File: config.mk
export PLATFORM = sky130hd
export DESIGN_NAME = lfsr_stream
export DESIGN_NICKNAME = d
export VERILOG_FILES = /design/src/rtl/lfsr_pkg.sv /design/src/rtl/lfsr_step.sv /design/src/rtl/lfsr_stream.sv
export SDC_FILE = /design/constraint.sdc
export NUM_CORES = 1
export LEC_CHECK = 0
export CELL_PAD_IN_SITES_DETAIL_PLACEMENT = 0
export CELL_PAD_IN_SITES_GLOBAL_PLACEMENT = 1
export CORE_MARGIN = 5
export CORE_UTILIZATION = 37
export CTS_CLUSTER_SIZE = 28
export DETAILED_ROUTE_END_ITERATION = 7
export PLACE_DENSITY_LB_ADDON = 0.1
export SLEW_MARGIN = 25
export SYNTH_ARGS = -nofsm -noshare
export SYNTH_HDL_FRONTEND = slang
export SYNTH_SLANG_ARGS = --single-unit
File: constraint.sdc
create_clock -name clk -period 2.7 [get_ports clk]
set_input_delay 0.27 -clock clk [delete_from_list [all_inputs] [get_ports clk]]
set_output_delay 0.27 -clock clk [all_outputs]
set_load 0.01 [all_outputs]
File: src/rtl/lfsr_pkg.sv
// lfsr_pkg: shared constants and helpers for the LFSR stream and its step function
package lfsr_pkg;

    localparam logic [127:0] TAPS_128 = 128'h8000_0000_0000_0000_0000_0000_1400_0002;
    localparam logic [15:0]  TAPS_16  = 16'hB400;
    localparam logic [127:0] SEED_128 = 128'hACE1_BABE_CAFE_DEAD_BEEF_FEED_FACE_C0DE;

    function automatic int fill_w(input int n);
        return (n <= 1) ? 1 : $clog2(n);
    endfunction

endpackage

File: src/rtl/lfsr_step.sv
// lfsr_step: combinational Fibonacci LFSR advance by STEP bits
module lfsr_step
    import lfsr_pkg::*;
#(
    parameter int               WIDTH = 128,
    parameter logic [WIDTH-1:0] TAPS  = TAPS_128,
    parameter int               STEP  = 1
) (
    input  logic [WIDTH-1:0] state_in,
    output logic [WIDTH-1:0] state_out
);

    always_comb begin
        state_out = state_in;
        for (int i = 0; i < STEP; i++)
            state_out = {state_out[WIDTH-2:0], ^(state_out & TAPS)};
    end

endmodule

File: src/rtl/lfsr_stream.sv
// lfsr_stream: LFSR packing fresh bits into back-pressured words with reseed
module lfsr_stream
    import lfsr_pkg::*;
#(
    parameter int               WIDTH = 128,
    parameter logic [WIDTH-1:0] TAPS  = TAPS_128,
    parameter logic [WIDTH-1:0] SEED  = SEED_128,
    parameter int               STEP  = 1,
    parameter int               OUT_W = 32
) (
    input  logic             clk,
    input  logic             rst,
    input  logic             en,
    input  logic             seed_load,
    input  logic [WIDTH-1:0] seed_in,
    output logic             seed_err,
    output logic             out_valid,
    input  logic             out_ready,
    output logic [OUT_W-1:0] out_data,
    output logic [31:0]      word_count
);

    localparam int            NFILL = OUT_W / STEP;
    localparam int            FW    = fill_w(NFILL);
    localparam logic [FW-1:0] LAST  = FW'(NFILL - 1);

    logic [WIDTH-1:0] state;
    logic [WIDTH-1:0] nxt;
    logic [FW-1:0]    fill;
    logic             adv;
    logic             hs;
    logic             zero_seed;

    assign hs        = out_valid && out_ready;
    assign adv       = en && (!out_valid || out_ready) && !seed_load;
    assign zero_seed = seed_in == '0;

    lfsr_step #(.WIDTH(WIDTH), .TAPS(TAPS), .STEP(STEP)) u_step (
        .state_in (state),
        .state_out(nxt)
    );

    // A zero seed would lock the register at zero, so SEED stands in and the swap is flagged.
    always_ff @(posedge clk) begin
        if (rst) begin
            state      <= SEED;
            fill       <= '0;
            out_valid  <= 1'b0;
            out_data   <= '0;
            seed_err   <= 1'b0;
            word_count <= '0;
        end else begin
            seed_err <= 1'b0;
            if (hs)
                word_count <= word_count + 32'd1;
            if (seed_load) begin
                state     <= zero_seed ? SEED : seed_in;
                seed_err  <= zero_seed;
                fill      <= '0;
                out_valid <= 1'b0;
            end else if (adv) begin
                state <= nxt;
                if (fill == LAST) begin
                    fill      <= '0;
                    out_data  <= nxt[OUT_W-1:0];
                    out_valid <= 1'b1;
                end else begin
                    fill <= fill + 1'b1;
                    if (hs)
                        out_valid <= 1'b0;
                end
            end else if (hs) begin
                out_valid <= 1'b0;
            end
        end
    end

endmodule

==> qor_table.md, run 1 <==
| Item | Value | Unit |
|:---|:---|:---|
| Outcome | completed | - |
| Post-Layout Cell Count | 1641 | - |
| DRT antenna net count | 0 | - |
| Sum of net half-perimeters after detailed placement | 18.7 | mm |
| Total of hold buffers inserted after clock tree synthesis | 0 | - |
| Clock Skews | 12.4 | ps |
| Unrepaired setup endpoints after global routing | no | - |
| Post-route cell area | 12100 | um2 |
| Final worst path period need | 2110 | ps |
| Final weighted congestion of routability-driven global placement | 0.768 | - |
| Fraction of power consumed by sequential logic | 0.492 | - |
| Count of input and output buffers | 198 | - |
| Worst min-delay path class | primary input to flop | - |
| Total routing resource utilization after global routing | 0.189 | - |
| Count of flip-flops with a built-in enable after synthesis | 0 | - |
| Internal power | 4740 | uW |
| Row Count | 57 | - |
| Buffers & Inverters on Critical Path | 4 | - |
| Skew-Pair Late Insertion Delay | 430 | ps |
| Worst-case headroom to the max-slew limit | 0.576 | - |
| Worst EP arrival | 2450 | ps |
| Sinks on the clock net | 199 | - |
| Final cycle utilization of the critical path | 0.780 | - |
| Area enclosed by the die boundary | 28200 | um2 |
| DR WL/cell | 16.7 | um |
| Setup Crit Path Kind | primary input to flop | - |
| Avg Vias per Cell | 5.34 | - |
| Count of H-tree levels built during CTS | 4 | - |
| Type of destination of the critical path | flop | - |
| Clock tree from TritonCTS | yes | - |
| Biggest fanout along the worst timing path | 32 | - |
| Final global-route overflow total | 0 | - |
| Worst endpoint required time | 3050 | ps |
| Max-cap violations | 0 | - |
| Peak supply drop | 327 | uV |
| Antenna violations before repair | 0 | - |
| Antenna Cells | 0 | - |
| Final slew viol count | 0 | - |
| Number of placed I/O pins | 199 | - |
| Initial core utilization | 0.377 | - |
| Power density over the cells | 530 | nW/um2 |
| Number of different library cells in the post-synthesis netlist | 43 | - |
| Synth Area in Adders | 0.00407 | - |
| Largest family of logic cells by synthesized area | simple AND/OR/NAND/NOR gates | - |
| Share of synthesized registers carrying an async set or reset | 0 | - |
| Clock buffers created by TritonCTS | 17 | - |
| Maximum number of buffers from clock root to sink | 2 | - |
| Leak | 0.00431 | uW |
| Area growth, synth to finish | 31.6 | % |
| Setup repair bufs after CTS | 0 | - |
| Post-synth top flop | dfxtp_1 | - |
| List of cells traversed by the critical path | clkdlybuf4s50_1 > nor4_1 > buf_4 > nand4_1 > nor4_1 > buf_4 > nand2_4 > buf_12 > nor3b_1 | - |
| Die boundary width | 168 | um |
| Dpl cell area | 11600 | um2 |
| Gate Count Post-Synth | 1157 | - |
| Sequential area share after synthesis | 0.432 | - |
| Yosys warns | 0 | - |
| Area of the core region | 24500 | um2 |
| Fraction of the mapped netlist area in compound gates | 0.197 | - |
| Cell with the largest stage delay on the worst path | clkdlybuf4s50_1 | - |
| Final Util | 0.496 | - |
| Average instance area after synthesis | 7.97 | um2 |
| Resized cells post-CTS | 0 | - |
| Final hold violations | 0 | - |
| Fraction of the mapped netlist area in simple logic gates | 0.288 | - |
| Instance count after placement with tap cells included | 1609 | - |
| Share of cells above drive strength 1 | 0.0691 | - |
| Post-synthesis xor/xnor area fraction | 0.0294 | - |
| Number of iterations in the first detailed-routing pass | 5 | - |
| Proportion of synthesized area in mux cells | 0 | - |
| Highest Clock Rate | 475 | MHz |
| Number of remaining DRC errors | 0 | - |
| Nature of the critical path startpoint | primary input | - |
| Transition at the pin with the smallest max-transition slack | 636 | ps |
| Combined area of all synthesized cells | 9230 | um2 |
| Clock-pin slew reported for the worst setup and hold paths after clock tree synthesis | 70 | ps |
| Clock network power share | 0.386 | - |
| Combinational fraction of design power | 0.122 | - |
| Switching share of power | 0.264 | - |
| Net Switching | 1700 | uW |
| Setup violations, final | 0 | - |
| Vertical die dimension | 168 | um |
| Delay contributed by the slowest stage of the critical path | 450 | ps |
| Crit path max-delay family | simple AND/OR/NAND/NOR gates | - |
| Clock root buffer | clkbuf_16 | - |
| Layout fillers | 2468 | - |
| Total Power Consumption | 6440 | uW |
| Wire length after detailed routing | 27.4 | mm |
| Post-Route Setup TNS | 0 | ps |
| Layout net count | 1440 | - |
| Synth Register Bits | 199 | - |
| Number of DRC violations after detailed-routing iteration 0 | 623 | - |
| Maximum number of pins on one net before global-route repair | 81 | - |
| Post-Syn Nets | 1293 | - |
| DR vias | 8764 | - |
| Via count of the first global-routing pass | 8313 | - |
| First-pass GRT wire length | 44.4 | mm |
==> registers in the layout (all words and copies together) (netlist names) <==
name	cells
word_count	32
out_data	32
state	128
out_valid	1
seed_err	1
fill	5
==> worst reg2reg max path, cell delays in order, from the launching register on <==
cell	delay (ps)
dfxtp_1	460
nand4_2	160
or4_4	700
nor4_2	360
xnor2_1	150
nor2_1	50
==> routing by layer <==
metal	wire length, um	up-vias	share of wire	GRT usage
li1	-	4378	-	-
met1	12700	4143	0.46	0.264
met2	12900	221	0.47	0.301
met3	1430	22	0.052	0.0387
met4	324	0	0.012	0.0434
met5	0	-	0	0
==> metrics by stage <==
step	setup slack, ps	hold slack [ps]
finish	594	291
global route	532	316
CTS	651	294
detailed placement	176	447
global placement	225	442
floorplan	788	415
==> layout by cell type (no fill, tap or decap), drive strengths merged, types with 2 or more instances in the layout <==
master	synthesis	layout
buf	8	36
nor3	8	8
nand4	14	14
nand3b	2	2
or3	4	4
nor4	41	41
xnor2	24	24
xor2	7	7
nand2b	2	2
nor2	38	38
and3	3	3
clkinv	0	5
clkdlybuf4s50	0	196
a32oi	53	53
nor3b	89	89
a21o	41	41
and4	3	3
or4	3	3
inv	6	12
clkbuf	95	20
a22oi	33	33
a21oi	149	149
o21ai	5	5
nand3	11	11
dfxtp	199	199
ha	3	3
nand2	308	308
nor4b	2	2
==> Yosys cell counts (2+ instances only) <==
| master | n | area (um2) |
|---|---|---|
| nand2_1 | 308 | 1160 |
| dfxtp_1 | 199 | 3980 |
| a21oi_1 | 149 | 746 |
| clkbuf_1 | 94 | 353 |
| nor3b_1 | 89 | 668 |
| a32oi_1 | 53 | 464 |
| a21o_1 | 41 | 308 |
| nor2_1 | 38 | 143 |
| nor4_1 | 35 | 219 |
| a22oi_1 | 33 | 248 |
| xnor2_1 | 24 | 210 |
| nand4_1 | 13 | 81.3 |
| nand3_1 | 11 | 55.1 |
| nor3_2 | 7 | 70.1 |
| xor2_1 | 7 | 61.3 |
| inv_1 | 6 | 22.5 |
| nor4_2 | 5 | 62.6 |
| o21ai_0 | 5 | 25.0 |
| buf_1 | 4 | 15.0 |
| or3_1 | 4 | 25.0 |
| and3_1 | 3 | 18.8 |
| ha_1 | 3 | 37.5 |
| and4_1 | 2 | 17.5 |
| buf_6 | 2 | 22.5 |
| nand2b_1 | 2 | 12.5 |
| nand3b_1 | 2 | 15.0 |
| or4_1 | 2 | 15.0 |
==> power groups by stage <==
stage               logic [uW]  clock network [uW]  registers (uW)
finish                     787                2480            3170
floorplan                  433                   0            3210
detailed placement         791                   0            3230
global route               872                2670            3180
CTS                        794                2560            3160
global placement           789                   0            3230
==> final timing paths <==
| path | from | end | slack, ps | cells after the start |
|---|---|---|---|---|
| hold / removal | seed_load | state[68] | 290 | 3 |
| setup / recovery | seed_in[7] | seed_err | 590 | 9 |
| setup reg to reg | word_count[9] | word_count[30] | 710 | 5 |
| hold reg to reg | out_data[7] | out_data[7] | 450 | 2 |
==> layout make-up <==
type | count | area (um2) | area share
inverters | 6 | 22.5 | 0.00186
clock inverters | 12 | 110 | 0.00907
flip-flops and latches | 199 | 3980 | 0.328
clock buffers | 20 | 457 | 0.0376
repair buffers | 232 | 2350 | 0.194
well taps | 324 | 405 | 0.0334
multi-input cells | 848 | 4810 | 0.396
==> logic make-up after synthesis <==
group                    Yosys count
XOR/XNOR                          31
buffers and inverters            110
AND/OR/NAND/NOR                  530
adder cells (fa/ha/maj)            3
AO/OA/AOI/OAI                    284
flip-flops                       199
Note: power is estimated with default switching activity, not from simulation.
==> inputs of run 2 (changes only) <==
==> constraint.sdc (replaced) <==
create_clock -name clk -period 2.1 [get_ports clk]
set_input_delay 0.21 -clock clk [delete_from_list [all_inputs] [get_ports clk]]
set_output_delay 0.21 -clock clk [all_outputs]
set_load 0.01 [all_outputs]
==> run 2 against run 1 <==
Sequential cell count unchanged. Clock skew increased by 0.93 ps. Combinational power increased by 41%. Hold slack got worse by 110 ps. Global-route usage decreased by 0.16 points. Clock power increased by 35%. Via count increased by 2.0%. Count of clock-buffer cells in the layout decreased by 2. Largest cell class unchanged.
==> qor_table.md, run 2 (synthesized netlist as in run 1, its figures left out) <==
| Item | Value | Unit | vs previous |
|:---|:---|:---|:---|
| Clock-pin slew reported for the worst setup and hold paths after clock tree synthesis | 80 | ps | about the same |
| Count of input and output buffers | 198 | - | unchanged |
| Instance count after placement with tap cells included | 1679 | - | +4.4% |
| Switching share of power | 0.254 | - | -0.0100 |
| Clock buffers created by TritonCTS | 17 | - | unchanged |
| Wire length after detailed routing | 27.4 | mm | +0.12% |
| Skew-Pair Late Insertion Delay | 430 | ps | about the same |
| Antenna violations before repair | 0 | - | unchanged |
| Setup Crit Path Kind | flop to flop | - |  |
| Maximum number of pins on one net before global-route repair | 73 | - | -9.9% |
| Sum of net half-perimeters after detailed placement | 19.2 | mm | +2.6% |
| Final Util | 0.524 | - | +0.0273 |
| Avg Vias per Cell | 5.23 | - | -2.1% |
| Unrepaired setup endpoints after global routing | no | - |  |
| Layout net count | 1510 | - | +4.9% |
| Area enclosed by the die boundary | 28200 | um2 | unchanged |
| Total of hold buffers inserted after clock tree synthesis | 0 | - | unchanged |
| Internal power | 6370 | uW | +34% |
| Clock network power share | 0.393 | - | +0.007 |
| Most frequent cells in the layout | 306 x nand2_1, 199 x dfxtp_1, 196 x clkdlybuf4s50_1 | - |  |
| Total Power Consumption | 8540 | uW | +33% |
| Power density over the cells | 667 | nW/um2 | +26% |
| Worst EP arrival | 2250 | ps | -200 ps |
| Final global-route overflow total | 0 | - | unchanged |
| Max-cap violations | 0 | - | unchanged |
| Post-Layout Cell Count | 1710 | - | +4.2% |
| Vertical die dimension | 168 | um | unchanged |
| Leak | 0.00470 | uW | +9.1% |
| Commonest non-fill, non-tap cell in the layout | nand2_1 | - |  |
| Largest registers | state x128, out_data x32, word_count x32 | - |  |
| Final slew viol count | 0 | - | unchanged |
| Number of iterations in the first detailed-routing pass | 5 | - | unchanged |
| Final worst path period need | 1930 | ps |  |
| Worst setup margin | 167 | ps | -428 ps |
| DR vias | 8938 | - | +2.0% |
| Worst min-delay path class | primary input to flop | - |  |
| Antenna Cells | 0 | - | unchanged |
| Final cycle utilization of the critical path | 0.921 | - |  |
| Sinks on the clock net | 199 | - | unchanged |
| Via count of the first global-routing pass | 8439 | - | +1.5% |
| First-pass GRT wire length | 44.0 | mm | -0.87% |
| Nature of the critical path startpoint | flop | - |  |
| Area growth, synth to finish | 38.8 | % |  |
| Outcome | completed | - |  |
| Maximum number of buffers from clock root to sink | 2 | - | unchanged |
| Highest Clock Rate | 517 | MHz |  |
| Clock tree from TritonCTS | yes | - |  |
| Number of DRC violations after detailed-routing iteration 0 | 578 | - | -7.2% |
| Number of remaining DRC errors | 0 | - | unchanged |
| Net Switching | 2170 | uW | +28% |
| End of the worst hold path | state[80] | - |  |
| Initial core utilization | 0.377 | - | unchanged |
| Fraction of power consumed by sequential logic | 0.476 | - | -0.016 |
| DR WL/cell | 16.0 | um | -3.9% |
| Hold path depth | 2 | - | -1 |
| Area of the core region | 24500 | um2 | unchanged |
| Clock Skews | 13.3 | ps | +0.934 ps |
| Depth of the worst register-to-register path | 5 | - | unchanged |
| Share of cells above drive strength 1 | 0.119 | - | +0.0500 |
| Reg-to-Reg Start | word_count[11] | - |  |
| Worst setup timing slack at the placement stage | -439 | ps | -615 ps |
| Worst-case headroom to the max-slew limit | 0.644 | - | +0.0682 |
| Flip-flop count of the largest register, all copies and words added | 128 | - | unchanged |
| Combinational fraction of design power | 0.130 | - | +0.008 |
| Setup slack of the most critical reg-to-reg path | 170 | ps | -540 ps |
| Die boundary width | 168 | um | unchanged |
| Hold path startpoint | rst | - |  |
| Capture point of the worst reg-to-reg path | word_count[24] | - |  |
| Count of H-tree levels built during CTS | 4 | - | unchanged |
| Final hold violations | 0 | - | unchanged |
| DRT antenna net count | 0 | - | unchanged |
| Clock root buffer | clkbuf_16 | - |  |
| Biggest fanout along the worst timing path | 16 | - | -50% |
| Worst endpoint required time | 2410 | ps | -640 ps |
| Number of placed I/O pins | 199 | - | unchanged |
| Post-Route Setup TNS | 0 | ps | unchanged |
| Type of destination of the critical path | flop | - |  |
| Biggest register | state | - |  |
| Row Count | 57 | - | unchanged |
| Peak supply drop | 431 | uV | +32% |
| Total routing resource utilization after global routing | 0.187 | - | -0.00162 |
| Final weighted congestion of routability-driven global placement | 0.787 | - | +2.5% |
| Setup repair bufs after CTS | 0 | - | unchanged |
| Transition at the pin with the smallest max-transition slack | 534 | ps | -102 ps |
| Setup violations, final | 0 | - | unchanged |
-- run 2: changes by cell type in the layout (fill, tap and decap cells not counted), sizes merged --
cell | before | now
buf | 36 | 106
clkbuf | 20 | 18
bufinv | 0 | 2
clkinvlp | 1 | 0
-- run 2: metrics by stage --
stage          hold slack (ps)  cell area [um2]
6_report                   180            12800
3_3_place_gp               442            12200
3_5_place_dp               446            12200
4_1_cts                    162            12800
5_1_grt                    170            12800
2_1_floorplan              355             9230
-- run 2: repair_timing --
item / 4_1_cts / 5_1_grt
endpoints found under the setup margin: 7 / 42
pin swaps: 0 / 0
gates resized for setup: 1 / 4
-- run 2: cell type report --
cell class                      instances  area [um2]
Fill cell                            2420       11700
Multi-Input combinational cell        848        4840
Sequential cell                       199        3980
Timing Repair Buffer                  302        2950
Clock buffer                           18         439
Tap cell                              324         405
Clock inverter                         13         160
Inverter                                6        22.5
-- run 2: power by group through the flow --
stage	registers (uW)	logic (uW)	clock network, uW
finish	4070	1110	3360
global route	4090	1230	3630
CTS	4070	1120	3460
detailed placement	4160	1110	0
global placement	4150	1110	0
floorplan	4130	557	0
-- run 2: metal layers --
metal / GRT usage / part of all wire / routed length, um / vias up
met5: 0 / 0 / 0 / -
met4: 0.0406 / 0.011 / 313 / 0
met3: 0.0298 / 0.041 / 1120 / 22
met2: 0.309 / 0.47 / 13000 / 202
met1: 0.259 / 0.47 / 13000 / 4185
li1: - / - / - / 4529
-- run 2: how the worst max path moves through the flow --
stage	to	slack [ps]	from	cells after the start
final	word_count[24]	170	word_count[11]	5
after global routing	seed_err	20	seed_in[85]	9
after CTS	state[117]	70	seed_in[64]	9
after detailed placement	state[27]	-440	seed_in[64]	9
after global placement	state[19]	-540	seed_in[64]	9
after floorplan	out_data[1]	190	fill[0]	7
-- run 2: worst max-delay path, stage by stage (launching register included) --
cell	delay, ps
dfxtp_1	420
nand4_2	160
or4_4	690
nor4_2	340
xnor2_1	150
nor2_1	60
==> inputs of run 3 (changes only) <==
--- a/config.mk
+++ b/config.mk
@@ -5,10 +5,11 @@
 export SDC_FILE = /design/constraint.sdc
 export NUM_CORES = 1
 export LEC_CHECK = 0
+export ABC_AREA = 1
 export CELL_PAD_IN_SITES_DETAIL_PLACEMENT = 0
 export CELL_PAD_IN_SITES_GLOBAL_PLACEMENT = 1
 export CORE_MARGIN = 5
-export CORE_UTILIZATION = 37
+export CORE_UTILIZATION = 36
 export CTS_CLUSTER_SIZE = 28
 export DETAILED_ROUTE_END_ITERATION = 7
 export PLACE_DENSITY_LB_ADDON = 0.1
==> run 3 against run 2 <==
Sequential power is essentially flat. Utilization shrank 4.8 points. Routed wire length grew 12%. Critical endpoint is now out_data[26]. Register-to-register slack gained 200 ps. Total power grew 1.0%. Largest power group unchanged. Clock power grew 4%. Sequential cell count is the same. Worst setup slack gained 200 ps. Highest routed layer unchanged. Design area shrank 0.12%.
==> qor_table.md, run 3 <==
| Item | Value | Unit | vs previous |
|:---|:---|:---|:---|
| Yosys warns | 0 | - | unchanged |
| Commonest non-fill, non-tap cell in the layout | nand2_1 | - |  |
| Final worst path period need | 1730 | ps | -205 ps |
| Final hold violations | 0 | - | unchanged |
| Area fraction of the dominant cell type after synthesis | 0.407 | - | -0.0252 |
| Clock buffers created by TritonCTS | 17 | - | unchanged |
| Maximum number of buffers from clock root to sink | 2 | - | unchanged |
| Clock root buffer | clkbuf_16 | - |  |
| DR vias | 9733 | - | +8.9% |
| Area of the core region | 26900 | um2 | +9.9% |
| Worst setup timing slack at the placement stage | -53.6 | ps | +385 ps |
| Flip-flop count of the largest register, all copies and words added | 128 | - | unchanged |
| Leading post-synthesis cells by cell area | dfxtp_1 41%, nand2_1 18%, nor2_1 8.7% | - |  |
| Fraction of the mapped netlist area in simple logic gates | 0.319 | - | +0.0315 |
| Area enclosed by the die boundary | 30600 | um2 | +8.6% |
| Combined area of all synthesized cells | 9800 | um2 | +6.2% |
| Worst endpoint required time | 2420 | ps | about the same |
| Capture point of the worst reg-to-reg path | out_data[26] | - |  |
| Fraction of power consumed by sequential logic | 0.471 | - | -0.005 |
| Count of H-tree levels built during CTS | 4 | - | unchanged |
| Sequential area share after synthesis | 0.407 | - | -0.0252 |
| List of most frequent post-synthesis cells | 475 x nand2_1, 228 x nor2_1, 199 x dfxtp_1 | - |  |
| Share of cells above drive strength 1 | 0.0584 | - | -0.0607 |
| Largest family of logic cells by synthesized area | simple AND/OR/NAND/NOR gates | - |  |
| Worst min-delay path class | primary input to flop | - |  |
| Final weighted congestion of routability-driven global placement | 0.809 | - | +2.8% |
| Leak | 0.00529 | uW | +13% |
| Share of synthesized registers carrying an async set or reset | 0 | - | unchanged |
| Average instance area after synthesis | 6.57 | um2 | -18% |
| Highest Clock Rate | 578 | MHz | +12% |
| Total of hold buffers inserted after clock tree synthesis | 0 | - | unchanged |
| Max-cap violations | 0 | - | unchanged |
| Post-Syn Nets | 1626 | - | +26% |
| Number of different library cells in the post-synthesis netlist | 36 | - | -16% |
| Sum of net half-perimeters after detailed placement | 21.0 | mm | +9.2% |
| Gate Count Post-Synth | 1490 | - | +29% |
| Most numerous cell in the Yosys netlist | nand2_1 | - |  |
| Total routing resource utilization after global routing | 0.198 | - | +0.0107 |
| Clock Skews | 16.4 | ps | +3.08 ps |
| Fraction of the mapped netlist area in compound gates | 0.177 | - | -0.0200 |
| Die boundary width | 175 | um | +4.2% |
| Net Switching | 2390 | uW | +10% |
| Clock network power share | 0.405 | - | +0.012 |
| Setup violations, final | 0 | - | unchanged |
| Hold path depth | 2 | - | unchanged |
| Largest area contributor in the netlist | dfxtp_1 | - |  |
| Antenna violations before repair | 1 | - | +1 |
| Transition at the pin with the smallest max-transition slack | 414 | ps | -119 ps |
| Type of destination of the critical path | flop | - |  |
| First-pass GRT wire length | 49.9 | mm | +13% |
| Vertical die dimension | 175 | um | +4.2% |
| Number of placed I/O pins | 199 | - | unchanged |
| Worst-case headroom to the max-slew limit | 0.724 | - | +0.0797 |
| Hold path startpoint | rst | - |  |
| Worst EP arrival | 2040 | ps | -210 ps |
| Setup repair bufs after CTS | 0 | - | unchanged |
| Unrepaired setup endpoints after global routing | no | - |  |
| Depth of the worst register-to-register path | 9 | - | +4 |
| Number of iterations in the first detailed-routing pass | 5 | - | unchanged |
| Peak supply drop | 438 | uV | +1.5% |
| Sinks on the clock net | 199 | - | unchanged |
| Clock tree from TritonCTS | yes | - |  |
| Combinational fraction of design power | 0.124 | - | -0.006 |
| Setup Crit Path Kind | flop to flop | - |  |
| Wire length after detailed routing | 30.6 | mm | +12% |
| Biggest register | state | - |  |
| Count of flip-flops with a built-in enable after synthesis | 0 | - | unchanged |
| Reg-to-Reg Start | fill[0] | - |  |
| Synth Register Bits | 199 | - | unchanged |
| Maximum number of pins on one net before global-route repair | 81 | - | +11% |
| Power density over the cells | 675 | nW/um2 | +1.2% |
| Initial core utilization | 0.364 | - | -0.0126 |
| Via count of the first global-routing pass | 9535 | - | +13% |
| Outcome | completed | - |  |
| Synth Area in Adders | 0.00383 | - | -0.000237 |
| DR WL/cell | 15.3 | um | -4.7% |
| Post-synth top flop | dfxtp_1 | - |  |
| Post-synthesis xor/xnor area fraction | 0.00805 | - | -0.0214 |
| Layout fillers | 2805 | - | +16% |
| End of the worst hold path | state[56] | - |  |
| Switching share of power | 0.278 | - | +0.0236 |
| Area growth, synth to finish | 30.6 | % |  |
| Setup slack of the most critical reg-to-reg path | 370 | ps | +200 ps |
| Clock-pin slew reported for the worst setup and hold paths after clock tree synthesis | 80 | ps | about the same |
| Nature of the critical path startpoint | flop | - |  |
| Layout net count | 1785 | - | +18% |
| Number of DRC violations after detailed-routing iteration 0 | 598 | - | +3.5% |
| Final slew viol count | 0 | - | unchanged |
| Largest registers | state x128, out_data x32, word_count x32 | - |  |
| Number of remaining DRC errors | 0 | - | unchanged |
| Most frequent cells in the layout | 475 x nand2_1, 228 x nor2_1, 199 x dfxtp_1 | - |  |
| Row Count | 60 | - | +5.3% |
| Count of input and output buffers | 198 | - | unchanged |
| Final global-route overflow total | 0 | - | unchanged |
| Final cycle utilization of the critical path | 0.823 | - | -0.0975 |
| DRT antenna net count | 0 | - | unchanged |
| Biggest fanout along the worst timing path | 34 | - | +18 |
| Internal power | 6230 | uW | -2.2% |
| Proportion of synthesized area in mux cells | 0 | - | unchanged |
| Worst setup margin | 371 | ps | +205 ps |
| Total Power Consumption | 8630 | uW | +1.0% |
| Skew-Pair Late Insertion Delay | 450 | ps | +20 ps |
| Avg Vias per Cell | 4.86 | - | -7.1% |
==> run 3: cell count changes after synthesis, sizes merged, moves of 20 or more <==
cell    change
a21o       -41
a221oi     +22
a22oi      -33
a31oi      +22
a32oi      -53
buf        +34
clkbuf     -54
inv       +110
nand2     +177
nor2      +205
nor3b      -88
nor4       -40
o21ai     +120
xnor2      -20
==> run 3: layout make-up <==
cell class,count,area [um2],area share
Inverter,118,450,0.0352
Antenna cell,1,2.50,0.000196
Multi-Input combinational cell,1090,4970,0.389
Timing Repair Buffer,223,2310,0.181
Sequential cell,199,3980,0.311
Clock buffer,18,439,0.0343
Tap cell,341,427,0.0334
Clock inverter,14,201,0.0157
==> run 3: repair_timing <==
item / in CTS / in global routing
endpoints found under the hold margin: 0 / 0
setup endpoints to repair: 0 / 1
gates resized for setup: 0 / 2
==> run 3: per-layer routing <==
metal	vias up	wire, um	track usage
met5	-	0	0
met4	0	269	0.0367
met3	19	1230	0.0338
met2	206	14500	0.339
met1	4429	14600	0.264
li1	5079	-	-
==> run 3: worst max path at each step <==
stage,to,start,slack [ps]
floorplan,out_data[21],fill[0],550
global placement,state[97],seed_in[2],-40
detailed placement,state[111],seed_in[0],-50
CTS,fill[2],fill[0],170
global route,word_count[26],word_count[0],220
finish,out_data[26],fill[0],370
==> run 3: power by group through the flow <==
| stage | combinational [uW] | sequential [uW] | clock, uW |
|---|---|---|---|
| after floorplan | 587 | 4120 | 0 |
| after global placement | 1070 | 4150 | 0 |
| after detailed placement | 1080 | 4150 | 0 |
| after CTS | 1080 | 4070 | 3590 |
| after global routing | 1210 | 4090 | 3730 |
| final | 1070 | 4070 | 3490 |
==> run 3: through the flow <==
stage	util	hold slack (ps)	cell area (um2)	setup TNS [ps]	instances
global route	0.476	209	12800	0	2004
finish	0.476	216	12800	0	2004
CTS	0.476	200	12800	0	2003
detailed placement	0.452	443	12100	-1560	1971
global placement	0.452	442	12100	-1040	1971
floorplan	-	353	9800	0	1490
==> run 3: cells by family (layout without fill, tap and decap cells) <==
| family | count (synthesis) | in the layout |
|---|---|---|
| fa+ha+maj | 3 | 3 |
| buf+inv | 201 | 373 |
| simple gates | 758 | 758 |
| xor+xnor | 9 | 9 |
| flops | 199 | 199 |
| compound gates | 320 | 320 |
| other cells | 0 | 1 |
==> run 3: worst max-delay path, cell delays in order (launching register included) <==
cell and delay (ps):
dfxtp_1 380, ha_1 180, inv_1 50, nor3_1 150
ha_1 200, inv_1 80, nor2_4 180, inv_4 180
nand2_1 110, a21oi_1 60
